[config.mk]
export PLATFORM = sky130hd
export DESIGN_NAME = n_channel_mixer
export DESIGN_NICKNAME = d
export VERILOG_FILES = /design/src/rtl/n_channel_mixer.sv
export SDC_FILE = /design/constraint.sdc
export NUM_CORES = 1
export LEC_CHECK = 0
export CAP_MARGIN = 20
export CORE_ASPECT_RATIO = 1.1
export CORE_MARGIN = 1.5
export CORE_UTILIZATION = 25
export CTS_BUF_LIST = sky130_fd_sc_hd__clkbuf_2 sky130_fd_sc_hd__clkbuf_4 sky130_fd_sc_hd__clkbuf_8
export DETAILED_ROUTE_END_ITERATION = 12
export SLEW_MARGIN = 15
export SYNTH_ARGS = -nofsm -noshare
export SYNTH_HDL_FRONTEND = slang
export SYNTH_SLANG_ARGS = --single-unit
[constraint.sdc]
create_clock -name clk -period 10.3 [get_ports clk]
set_clock_uncertainty 0.15 [all_clocks]
set_input_delay 2.575 -clock clk [delete_from_list [all_inputs] [get_ports clk]]
set_output_delay 2.575 -clock clk [all_outputs]
set_load 0.03 [all_outputs]
[src/rtl/n_channel_mixer.sv]
// Time-multiplexed N-voice mixer: snapshots all voices on a strobe, then
// multiply-accumulates one channel per clock and emits a saturated sample.
module n_channel_mixer #(
  parameter int NUM_CH    = 4,
  parameter int DATA_W    = 16,
  parameter int GAIN_W    = 8,
  parameter int GAIN_FRAC = 7
) (
  input  logic                       clk,
  input  logic                       rst_n,
  input  logic [NUM_CH*DATA_W-1:0]   din,
  input  logic [NUM_CH*GAIN_W-1:0]   gain,
  input  logic [NUM_CH-1:0]          ch_enable,
  input  logic                       sample_strobe,
  input  logic                       clear_flags,
  output logic [DATA_W-1:0]          dout,
  output logic                       dout_valid,
  output logic                       busy,
  output logic                       overrun,
  output logic                       clip
);

  localparam int ACC_W  = DATA_W + GAIN_W + $clog2(NUM_CH) + 1;
  localparam int PROD_W = DATA_W + GAIN_W + 1;
  localparam int IDX_W  = (NUM_CH > 1) ? $clog2(NUM_CH) : 1;
  localparam logic [IDX_W-1:0] LAST_IDX = IDX_W'(NUM_CH - 1);

  // Output range expressed at accumulator width so the comparison is exact
  localparam logic signed [ACC_W-1:0] SAT_MAX = {{(ACC_W-DATA_W+1){1'b0}}, {(DATA_W-1){1'b1}}};
  localparam logic signed [ACC_W-1:0] SAT_MIN = {{(ACC_W-DATA_W+1){1'b1}}, {(DATA_W-1){1'b0}}};

  typedef enum logic [1:0] {IDLE, ACCUM, OUTPUT} state_t;

  state_t state, state_next;

  logic signed [DATA_W-1:0] sh_din  [NUM_CH];
  logic        [GAIN_W-1:0] sh_gain [NUM_CH];
  logic        [NUM_CH-1:0] sh_en;
  logic        [IDX_W-1:0]  idx;
  logic signed [ACC_W-1:0]  acc;

  logic                     accept;
  logic signed [PROD_W-1:0] prod;
  logic signed [ACC_W-1:0]  shifted;
  logic        [DATA_W-1:0] sat_val;
  logic                     clip_now;

  assign accept = sample_strobe && (state != ACCUM);
  assign busy   = (state == ACCUM);

  always_ff @(posedge clk) begin
    if (!rst_n) state <= IDLE;
    else        state <= state_next;
  end

  always_comb begin
    state_next = state;
    case (state)
      IDLE:    if (sample_strobe) state_next = ACCUM;
      ACCUM:   if (idx == LAST_IDX) state_next = OUTPUT;
      OUTPUT:  state_next = sample_strobe ? ACCUM : IDLE;
      default: state_next = IDLE;
    endcase
  end

  // The gain is zero-extended so an unsigned gain multiplies as a positive value
  always_comb begin
    prod     = '0;
    if (sh_en[idx])
      prod = PROD_W'(sh_din[idx]) * PROD_W'($signed({1'b0, sh_gain[idx]}));
    shifted  = acc >>> GAIN_FRAC;
    clip_now = (shifted > SAT_MAX) || (shifted < SAT_MIN);
    if (shifted > SAT_MAX)      sat_val = SAT_MAX[DATA_W-1:0];
    else if (shifted < SAT_MIN) sat_val = SAT_MIN[DATA_W-1:0];
    else                        sat_val = shifted[DATA_W-1:0];
  end

  always_ff @(posedge clk) begin
    if (!rst_n) begin
      for (int i = 0; i < NUM_CH; i++) begin
        sh_din[i]  <= '0;
        sh_gain[i] <= '0;
      end
      sh_en      <= '0;
      idx        <= '0;
      acc        <= '0;
      dout       <= '0;
      dout_valid <= 1'b0;
      overrun    <= 1'b0;
      clip       <= 1'b0;
    end else begin
      dout_valid <= 1'b0;
      if (accept) begin
        for (int i = 0; i < NUM_CH; i++) begin
          sh_din[i]  <= din[i*DATA_W +: DATA_W];
          sh_gain[i] <= gain[i*GAIN_W +: GAIN_W];
        end
        sh_en <= ch_enable;
        idx   <= '0;
        acc   <= '0;
      end else if (state == ACCUM) begin
        acc <= acc + ACC_W'(prod);
        idx <= (idx == LAST_IDX) ? '0 : idx + 1'b1;
      end
      // Result of the finishing frame is published even when a new frame starts on this edge
      if (state == OUTPUT) begin
        dout       <= sat_val;
        dout_valid <= 1'b1;
      end
      overrun <= (sample_strobe && state == ACCUM) || (overrun && !clear_flags);
      clip    <= (state == OUTPUT && clip_now) || (clip && !clear_flags);
    end
  end

endmodule
**After elaboration in Yosys (flattened, before gate mapping)**

Memory sizes are Yosys's and may differ from the RTL's. A register that Yosys moved wholly into a read port is not among the register bits.
Cells that the tools add are included.

- Bits in registers: 54
- RAM bits: 96
- Memories kept: 2

- $add $sub $neg: 2
- Multiply operators: 1
- Order comparisons: 3
- Eq/ne operators: 6
- Muxes and demuxes: 27
- Bitwise gates (word level): 9
- Reductions and logical operators: 12

Memory list:

| name | words | bits a word | rd ports | clocked after memory_dff | write ports | RTL line | source |
|---|---|---|---|---|---|---|---|
| sh_din | 4 | 16 | 1 | 1 | 4 | 36 | `logic signed [DATA_W-1:0] sh_din [NUM_CH];` |
| sh_gain | 4 | 8 | 1 | 1 | 4 | 37 | `logic [GAIN_W-1:0] sh_gain [NUM_CH];` |

Operator list:

| cell | number |
|---|---|
| 2-to-1 mux 16 bit | 6 |
| 2-to-1 mux 8 bit | 4 |
| adder 27 x 25 -> 27 bit | 1 |
| multiplier 16 x 9 -> 25 bit | 1 |
| 2-to-1 mux 25 bit | 1 |
| greater-than comparator 20 x 16 -> 1 bit (second input constant) | 1 |
| less-than comparator 20 x 16 -> 1 bit (second input constant) | 1 |
| 2-to-1 mux 2 bit | 7 |
| OR 1 bit | 8 |
| 2-to-1 mux 1 bit | 7 |
| case mux 2 bit (3 select lines) | 1 |
| logical AND 1 bit | 5 |
| equality test 2 bit (second input constant) | 2 |
| inequality test 2 x 1 -> 1 bit (second input constant) | 2 |
| logical OR 1 bit | 3 |
| less-than comparator 2 x 3 -> 1 bit (second input constant) | 1 |
| adder 2 x 1 -> 2 bit (second input constant) | 1 |
| binary-select mux 1 bit (select 2 bit) | 1 |
| equality test 2 x 1 -> 1 bit (second input constant) | 1 |
| logical NOT 2 bit | 1 |
| inequality test 2 bit (second input constant) | 1 |
| AND reduction 2 bit | 1 |
| OR reduction 2 bit | 1 |
| logical NOT 1 bit | 1 |
| inverter 1 bit | 1 |

**Depth between registers and ports, before layout**

Gate-level depths: netlist of the first run.

- Depth after elaboration: 6
- Mapped depth: 36
- Gate-level depth less buffers: 33

**Worst setup path before layout of the first run**

Ideal clock, no wire load.

- Kind: flip-flop to flip-flop
- Start: reg (tool-made name)
- End: reg acc[26]
- Setup time: 0.070 ns
- Arrival time: 7.423 ns
- Required time: 10.080 ns
- Path slack: 2.657 ns
- Stages on the path, launching flop included: 35
- Path buffers: 3
- Clock period less this slack: 7.643 ns
- Cell sequence: dfxtp_1 clkbuf_1 buf_2 mux4_2 clkbuf_1 nand2_1 fa_1 inv_1 fa_1 inv_1 fa_1 fa_1 inv_1 ha_1 o21a_1 o31a_1 o21a_1 or2_1 a21oi_1 o21bai_1 a21o_1 a21oi_1 xnor2_1 nor2_1 ha_1 a21oi_1 nand2_1 a21oi_1 o311ai_4 a21oi_2 o21ai_2 a211oi_2 xor2_1 or3_1 a21oi_1

RTL lines:

| element | RTL line | source |
|---|---|---|
| to (signal assigned) | 102 | `acc <= acc + ACC_W'(prod);` |
| to (decl) | 40 | `logic signed [ACC_W-1:0] acc;` |

==> metrics.md, run 1 <==
| Metric | Value |
|---|---|
| Run status | `completed` |
| DR WL/cell | `14.1 um` |
| Top cells by count, synth | `inv_1 (182), and2_1 (167), nand2_1 (141)` |
| Ys Warns | `0` |
| Final period util | `80.2%` |
| Fraction of layout cells with a size suffix above 1 | `6.16%` |
| Crit path time final | `8.26 ns` |
| Worst-Skew Late Latency | `0.50 ns` |
| Critical path arrival | `8.53 ns` |
| Die W | `213 um` |
| Dpl hpwl | `22,700 um` |
| H-Tree Depth | `4` |
| Most frequent cell after synthesis | `inv_1` |
| Postcts setup bufs | `0` |
| TritonCTS Sinks | `152` |
| Initial DRC count | `421` |
| Crit Reg-Reg Endpoint | `acc[26]$_SDFFE_PP0P_` |
| FF+latch area | `4010 um2` |
| RSZ-0062 raised after global routing | `no` |
| TritonCTS clock tree | `done` |
| Synthesized area | `12,200 um2` |
| Port-buffer cells | `123` |
| Root buffer cell | `clkbuf_8` |
| Multi-input combinational cell area | `7300 um2` |
| Nets@finish | `1,603` |
| Post-synthesis register bit count | `152` |
| Core Region | `47,900 um2` |
| Register-to-register setup slack | `2.04 ns` |
| Most used DFF post-synth | `edfxtp_1` |
| Setup tns final | `0 ns` |
| Initial antenna violation count | `0` |
| Synthesized Nets | `1,499` |
| Most frequent CP cell | `a21oi_1` |
| Least-Margin Pin Slew | `1.00 ns` |
| Critical path class | `reg -> reg` |
| Post-synth EDFFs | `96` |
| Final ANT Viol Nets | `0` |
| Dpl cells | `1,944` |
| GRT Total Usage | `11.5%` |
| Pleak | `6.26 nW` |
| Maximum capacitance violations | `0` |
| Final setup fails | `0` |
| Pin count of the biggest net entering global routing | `101` |
| Critical path startpoint category | `register` |
| Area leader, netlist | `edfxtp_1` |
| Finished Layout Cells | `1,977` |
| Residual DRC count | `0` |
| Hold Buf Count CTS | `0` |
| Fmax | `121 MHz` |
| Final WL | `27,800 um` |
| Die footprint | `50,000 um2` |
| VDD IR max | `0.0748 mV` |
| Worst path bufs/invs | `2` |
| Vias in the first global route | `8,810` |
| DR vias/cell | `4.28` |
| Router iterations before antenna repair | `5` |
| Longest Clk Path Bufs | `2` |
| Clock slew at reported path FFs | `0.09 ns` |
| CP required | `10.57 ns` |
| DR vias | `8,462` |
| Die Y | `234 um` |
| Syn Area/Cell | `10.0 um2` |
| CTS Buf Count | `17` |
| Total gr overflow | `0` |
| Sequential cell area fraction in the yosys report | `32.9%` |
| Final instance area | `14,500 um2` |
| Area growth syn-to-layout | `19.4%` |
| Row cnt | `84` |
| Async SR Flop Fraction | `0%` |
| Global-route wire length before repair | `45,300 um` |
| IO Count | `124` |
| Starting density of the core | `25.4%` |
| CTS resizes | `0` |
| Power per standard cell area | `138 nW/um2` |
| Post-synthesis cell type count | `65` |
| Min-delay worst type | `reg -> reg` |
| Post-synth top area share | `23.7%` |
| Levels on crit path | `30` |
| DP Area | `14,100 um2` |
| Slowest CP cell | `dfxtp_2` |
| Syn Inst Count | `1,215` |
| Slew headroom | `33.0%` |
| ANT cells | `0` |
| Crit path max-delay family | `adder cells` |
| Timing endpoint of the critical path | `acc[26]$_SDFFE_PP0P_` |
| Fillers | `5,017` |
| Pins over their slew limit | `0` |
| Worst reg2reg path depth | `30` |
| Crit. End Element | `register` |
| Final hold violation count | `0` |
| Main area contributors after synthesis | `edfxtp_1 (24%), fa_1 (17%), dfxtp_1 (9.2%), and2_1 (8.6%), ha_1 (7.9%)` |
| CP max stage delay | `0.90 ns` |
| Critical Path Fanout Max | `24` |
| GPL Wtd Cong | `0.842` |
[cell families (layout without fill, tap and decap cells)]
logic type	count (synthesis)	in the layout	share of synthesized area (%)
AO/OA/AOI/OAI	185	185	10.4
flip-flops	152	152	32.9
AND/OR/NAND/NOR	404	404	17.2
adder cells (fa/ha/maj)	180	180	24.9
multiplexers	26	26	4.62
buffers and inverters	227	344	7.08
XOR/XNOR	41	41	2.95
[sequential cells by signal (all words and copies together) (netlist names), named ones only]
| name | flops |
|---|---|
| overrun | 1 |
| sh_en | 4 |
| clip | 1 |
| dout_valid | 1 |
| dout | 16 |
| sh_din | 64 |
| state | 2 |
| acc | 27 |
| idx | 2 |
| sh_gain | 32 |
[metal layers]
layer / track usage (%) / part of all wire (%)
met1: 14.6 / 47
met5: 0 / 0
met4: 3.63 / 1.7
met2: 19.7 / 47
met3: 2.25 / 4.1
[worst min path at each step]
stage	end	slack (ns)	depth (start not counted)	start
finish	dout[10]$_SDFFE_PN0P_	0.32	2	dout[10]$_SDFFE_PN0P_
global route	dout[10]$_SDFFE_PN0P_	0.34	2	dout[10]$_SDFFE_PN0P_
CTS	acc[5]$_SDFFE_PP0P_	0.32	2	acc[5]$_SDFFE_PP0P_
detailed placement	acc[5]$_SDFFE_PP0P_	0.30	2	acc[5]$_SDFFE_PP0P_
global placement	acc[3]$_SDFFE_PP0P_	0.29	2	acc[3]$_SDFFE_PP0P_
floorplan	acc[3]$_SDFFE_PP0P_	0.29	2	acc[3]$_SDFFE_PP0P_
[area by class of cell]
type	instances	share of cell area [%]
multi-input combinational	836	50.3
tap	645	5.56
clock inverter	15	1.40
timing repair buffer	130	8.84
inverter	182	4.72
sequential	152	27.6
clock buffer	17	1.61
[cells in the final DEF (no fill, tap or decap), types with 3 or more instances in the layout]
cell | synthesis | routed
a21boi_0 | 17 | 17
a21o_1 | 15 | 15
a21oi_1 | 56 | 56
a21oi_2 | 4 | 4
a22o_1 | 4 | 4
a31oi_1 | 3 | 3
and2_1 | 167 | 167
and3_1 | 9 | 8
buf_4 | 1 | 7
bufinv_16 | 0 | 3
clkbuf_8 | 0 | 17
clkdlybuf4s50_1 | 0 | 123
dfxtp_1 | 56 | 55
edfxtp_1 | 96 | 96
fa_1 | 103 | 103
ha_1 | 77 | 77
inv_1 | 182 | 181
inv_6 | 0 | 6
inv_8 | 0 | 4
mux4_2 | 24 | 24
nand2_1 | 141 | 141
nand2b_1 | 11 | 11
nand3_1 | 14 | 14
nand4_1 | 3 | 3
nor2_1 | 31 | 31
nor2b_1 | 7 | 7
nor3_1 | 5 | 5
o211ai_1 | 18 | 18
o211ai_2 | 3 | 3
o21a_1 | 6 | 6
o21ai_0 | 19 | 18
o21ai_1 | 12 | 13
o21bai_1 | 5 | 5
o22ai_1 | 3 | 3
or3_1 | 3 | 3
xnor2_1 | 22 | 22
xor2_1 | 19 | 19
[worst register-to-register path, delay by kind of cell, from the launching register on]
family                   cells  cell delay [ns]
AND/OR/NAND/NOR              5             0.93
multiplexers                 1             0.79
buffers and inverters        2             0.09
flip-flops                   1             0.90
AO/OA/AOI/OAI               14             2.40
XOR/XNOR                     2             0.23
adder cells (fa/ha/maj)      6             2.71
[through the flow]
| step | setup WS [ns] | hold slack, ns | util, % | power [mW] |
|---|---|---|---|---|
| floorplan | 2.66 | 0.285 | - | 1.29 |
| global placement | 2.16 | 0.295 | 29.4 | 1.51 |
| detailed placement | 1.99 | 0.304 | 29.4 | 1.52 |
| CTS | 1.95 | 0.318 | 30.3 | 2.03 |
| global route | 1.55 | 0.337 | 30.3 | 2.15 |
| finish | 2.04 | 0.315 | 30.3 | 2.00 |
[where the power goes]
group	switching [mW]	internal [mW]
sequential	0.0163	0.687
clock	0.259	0.251
combinational	0.461	0.327
Note: power is estimated with default switching activity, not from simulation.
==> run 2: changes to the inputs <==
- clock period: 10.3 -> 6.8 ns (I/O delays scaled with it)
==> run 2 against run 1 <==
Effect of this change:
- cell count grew 9.5%
- non-clock buffer count grew 187
- global-route usage grew 0.59 points
- worst hold slack lost 0.0047 ns
- the run now ends with setup timing left
- clock power grew 37%
- highest routed layer unchanged
- via count grew 8.4%
- largest power group unchanged
- sequential share of layout area shrank 3.0 points
- die area is the same
- sequential power grew 51%
- flip-flop and latch count is the same
- critical path type unchanged
- combinational power grew 99%
==> metrics.md, run 2 (synthesis results as in run 1) <==
| Metric | Value |
|---|---|
| H-Tree Depth | `4` |
| Worst-Skew Late Latency | `0.48 ns` |
| Total gr overflow | `0` |
| Router iterations before antenna repair | `4` |
| Hold Slack | `0.311 ns` |
| GPL Wtd Cong | `0.881` |
| Finished Layout Cells | `2,165` |
| Vias in the first global route | `9,409` |
| Top reg by flops | `sh_din` |
| Initial antenna violation count | `0` |
| Min-delay worst type | `reg -> reg` |
| Least-Margin Pin Slew | `0.957 ns` |
| Initial DRC count | `408` |
| Run status | `complete, but fails checks` |
| Clock slew at reported path FFs | `0.10 ns` |
| Hold Buf Count CTS | `0` |
| Setup WS post-layout | `-0.459 ns` |
| Pleak | `7.29 nW` |
| Slew headroom | `35.9%` |
| Global-route wire length before repair | `47,400 um` |
| Most common cell after layout, fill and taps aside | `buf_4` |
| Row cnt | `84` |
| VDD IR max | `0.120 mV` |
| DR vias | `9,170` |
| IO Count | `124` |
| Final hold violation count | `0` |
| Fraction of layout cells with a size suffix above 1 | `22.4%` |
| Pin count of the biggest net entering global routing | `97` |
| Residual DRC count | `0` |
| Pins over their slew limit | `0` |
| Worst reg2reg path depth | `30` |
| Final setup fails | `12` |
| GRT Total Usage | `12.1%` |
| Failing checks | `setup timing` |
| Crit Reg-Reg Endpoint | `acc[26]$_SDFFE_PP0P_` |
| Dpl cells | `2,091` |
| Most frequent cells in the layout | `buf_4 (173), inv_1 (172), and2_1 (160), nand2_1 (131), clkdlybuf4s50_1 (123)` |
| Crit. End Element | `register` |
| Final ANT Viol Nets | `0` |
| Worst slack at placement | `-0.551 ns` |
| Dpl hpwl | `23,100 um` |
| Port-buffer cells | `123` |
| Hold path start | `dout[13]$_SDFFE_PN0P_` |
| Die footprint | `50,000 um2` |
| Area growth syn-to-layout | `34.0%` |
| Root buffer cell | `clkbuf_8` |
| Critical path startpoint category | `register` |
| Power per standard cell area | `204 nW/um2` |
| Critical path arrival | `7.53 ns` |
| Core Region | `47,900 um2` |
| Maximum capacitance violations | `0` |
| TritonCTS clock tree | `done` |
| DR WL/cell | `13.5 um` |
| Final WL | `29,100 um` |
| TritonCTS Sinks | `152` |
| CTS Buf Count | `17` |
| Hold-critical path endpoint | `dout[13]$_SDFFE_PN0P_` |
| RSZ-0062 raised after global routing | `yes` |
| Regs by FF count | `sh_din: 64 flops, sh_gain: 32 flops, acc: 27 flops` |
| Register-to-register setup slack | `-0.46 ns` |
| Hold Path Cell Cnt | `2` |
| Starting density of the core | `25.4%` |
| Crit path time final | `7.26 ns` |
| Largest register FFs | `64` |
| DR vias/cell | `4.24` |
| Fillers | `4,925` |
| Die Y | `234 um` |
| Fmax | `138 MHz` |
| CP max stage delay | `0.62 ns` |
| Slowest CP cell | `mux4_2` |
| Critical path class | `reg -> reg` |
| CP required | `7.07 ns` |
| Nets@finish | `1,790` |
| Most frequent CP cell | `a21oi_2` |
| Longest Clk Path Bufs | `2` |
| Die W | `213 um` |
| Final period util | `107%` |
| Critical Path Fanout Max | `6` |
run 2: cell types whose count changed in the layout (fill, tap and decap cells not counted), sizes merged:
cell    change
buf       +187
bufinv      -3
clkinv      +4
diode       +1
inv         -1
run 2: per-layer routing:
metal / share of wire (%) / vias to the layer above / track usage [%]
met4: 1.7 / 0 / 3.46
met1: 46 / 4367 / 15.6
met5: 0 / - / 0
met2: 48 / 186 / 20.4
li1: - / 4586 / -
met3: 4.2 / 31 / 2.53
run 2: per-stage QoR:
stage                     area, um2  power [mW]  TNS [ns]  util (%)
after global routing          16300        3.59     -5.96      34.0
final                         16300        3.33     -2.69      34.0
after detailed placement      15300        2.53     -4.21      31.9
after floorplan               12300        1.98    -0.522         -
after CTS                     16100        3.34     -1.75      33.6
after global placement        15300        2.52     -3.38      31.9
run 2: layout make-up:
| class | instances | area [um2] | share of cell area, % |
|---|---|---|---|
| Antenna cell | 1 | 2.50 | 0.0154 |
| Clock buffer | 17 | 234 | 1.44 |
| Clock inverter | 15 | 168 | 1.03 |
| Inverter | 182 | 686 | 4.21 |
| Multi-Input combinational cell | 836 | 7600 | 46.7 |
| Sequential cell | 152 | 4010 | 24.6 |
| Tap cell | 645 | 807 | 4.95 |
| Timing Repair Buffer | 317 | 2790 | 17.1 |
run 2: repair_timing:
item / 4_1_cts / 5_1_grt
buffers inserted: 28 / 13
endpoints found under the setup margin: 12 / 13
cloned: 2 / 0
pin swaps: 62 / 37
gates resized for setup: 52 / 33
run 2: worst max path at each step:
stage | start | depth (start not counted) | to | slack (ns)
floorplan | register | 34 | acc[26]$_SDFFE_PP0P_ | -0.24
detailed placement | register | 32 | acc[26]$_SDFFE_PP0P_ | -0.55
CTS | register | 32 | acc[26]$_SDFFE_PP0P_ | -0.41
global route | register | 33 | acc[26]$_SDFFE_PP0P_ | -0.75
finish | register | 30 | acc[26]$_SDFFE_PP0P_ | -0.46
global placement | register | 29 | acc[23]$_SDFFE_PP0P_ | -0.49
run 2: critical path: cells and delay by family, from the launching register on:
kind,cells,cell delay [ns]
AOI/OAI and AO/OA,12,1.86
xor gates and xnor gates,2,0.29
adders and majority gates,6,2.50
buffers and inverters,3,0.25
DFF,1,0.42
muxes,1,0.62
and+or+nand+nor,6,1.12
run 2: power breakdown:
part           total (mW)  internal, mW  switching [mW]
registers            1.06          1.04          0.0221
clock network       0.699         0.281           0.418
logic                1.57         0.778           0.793
total                3.33          2.10            1.23
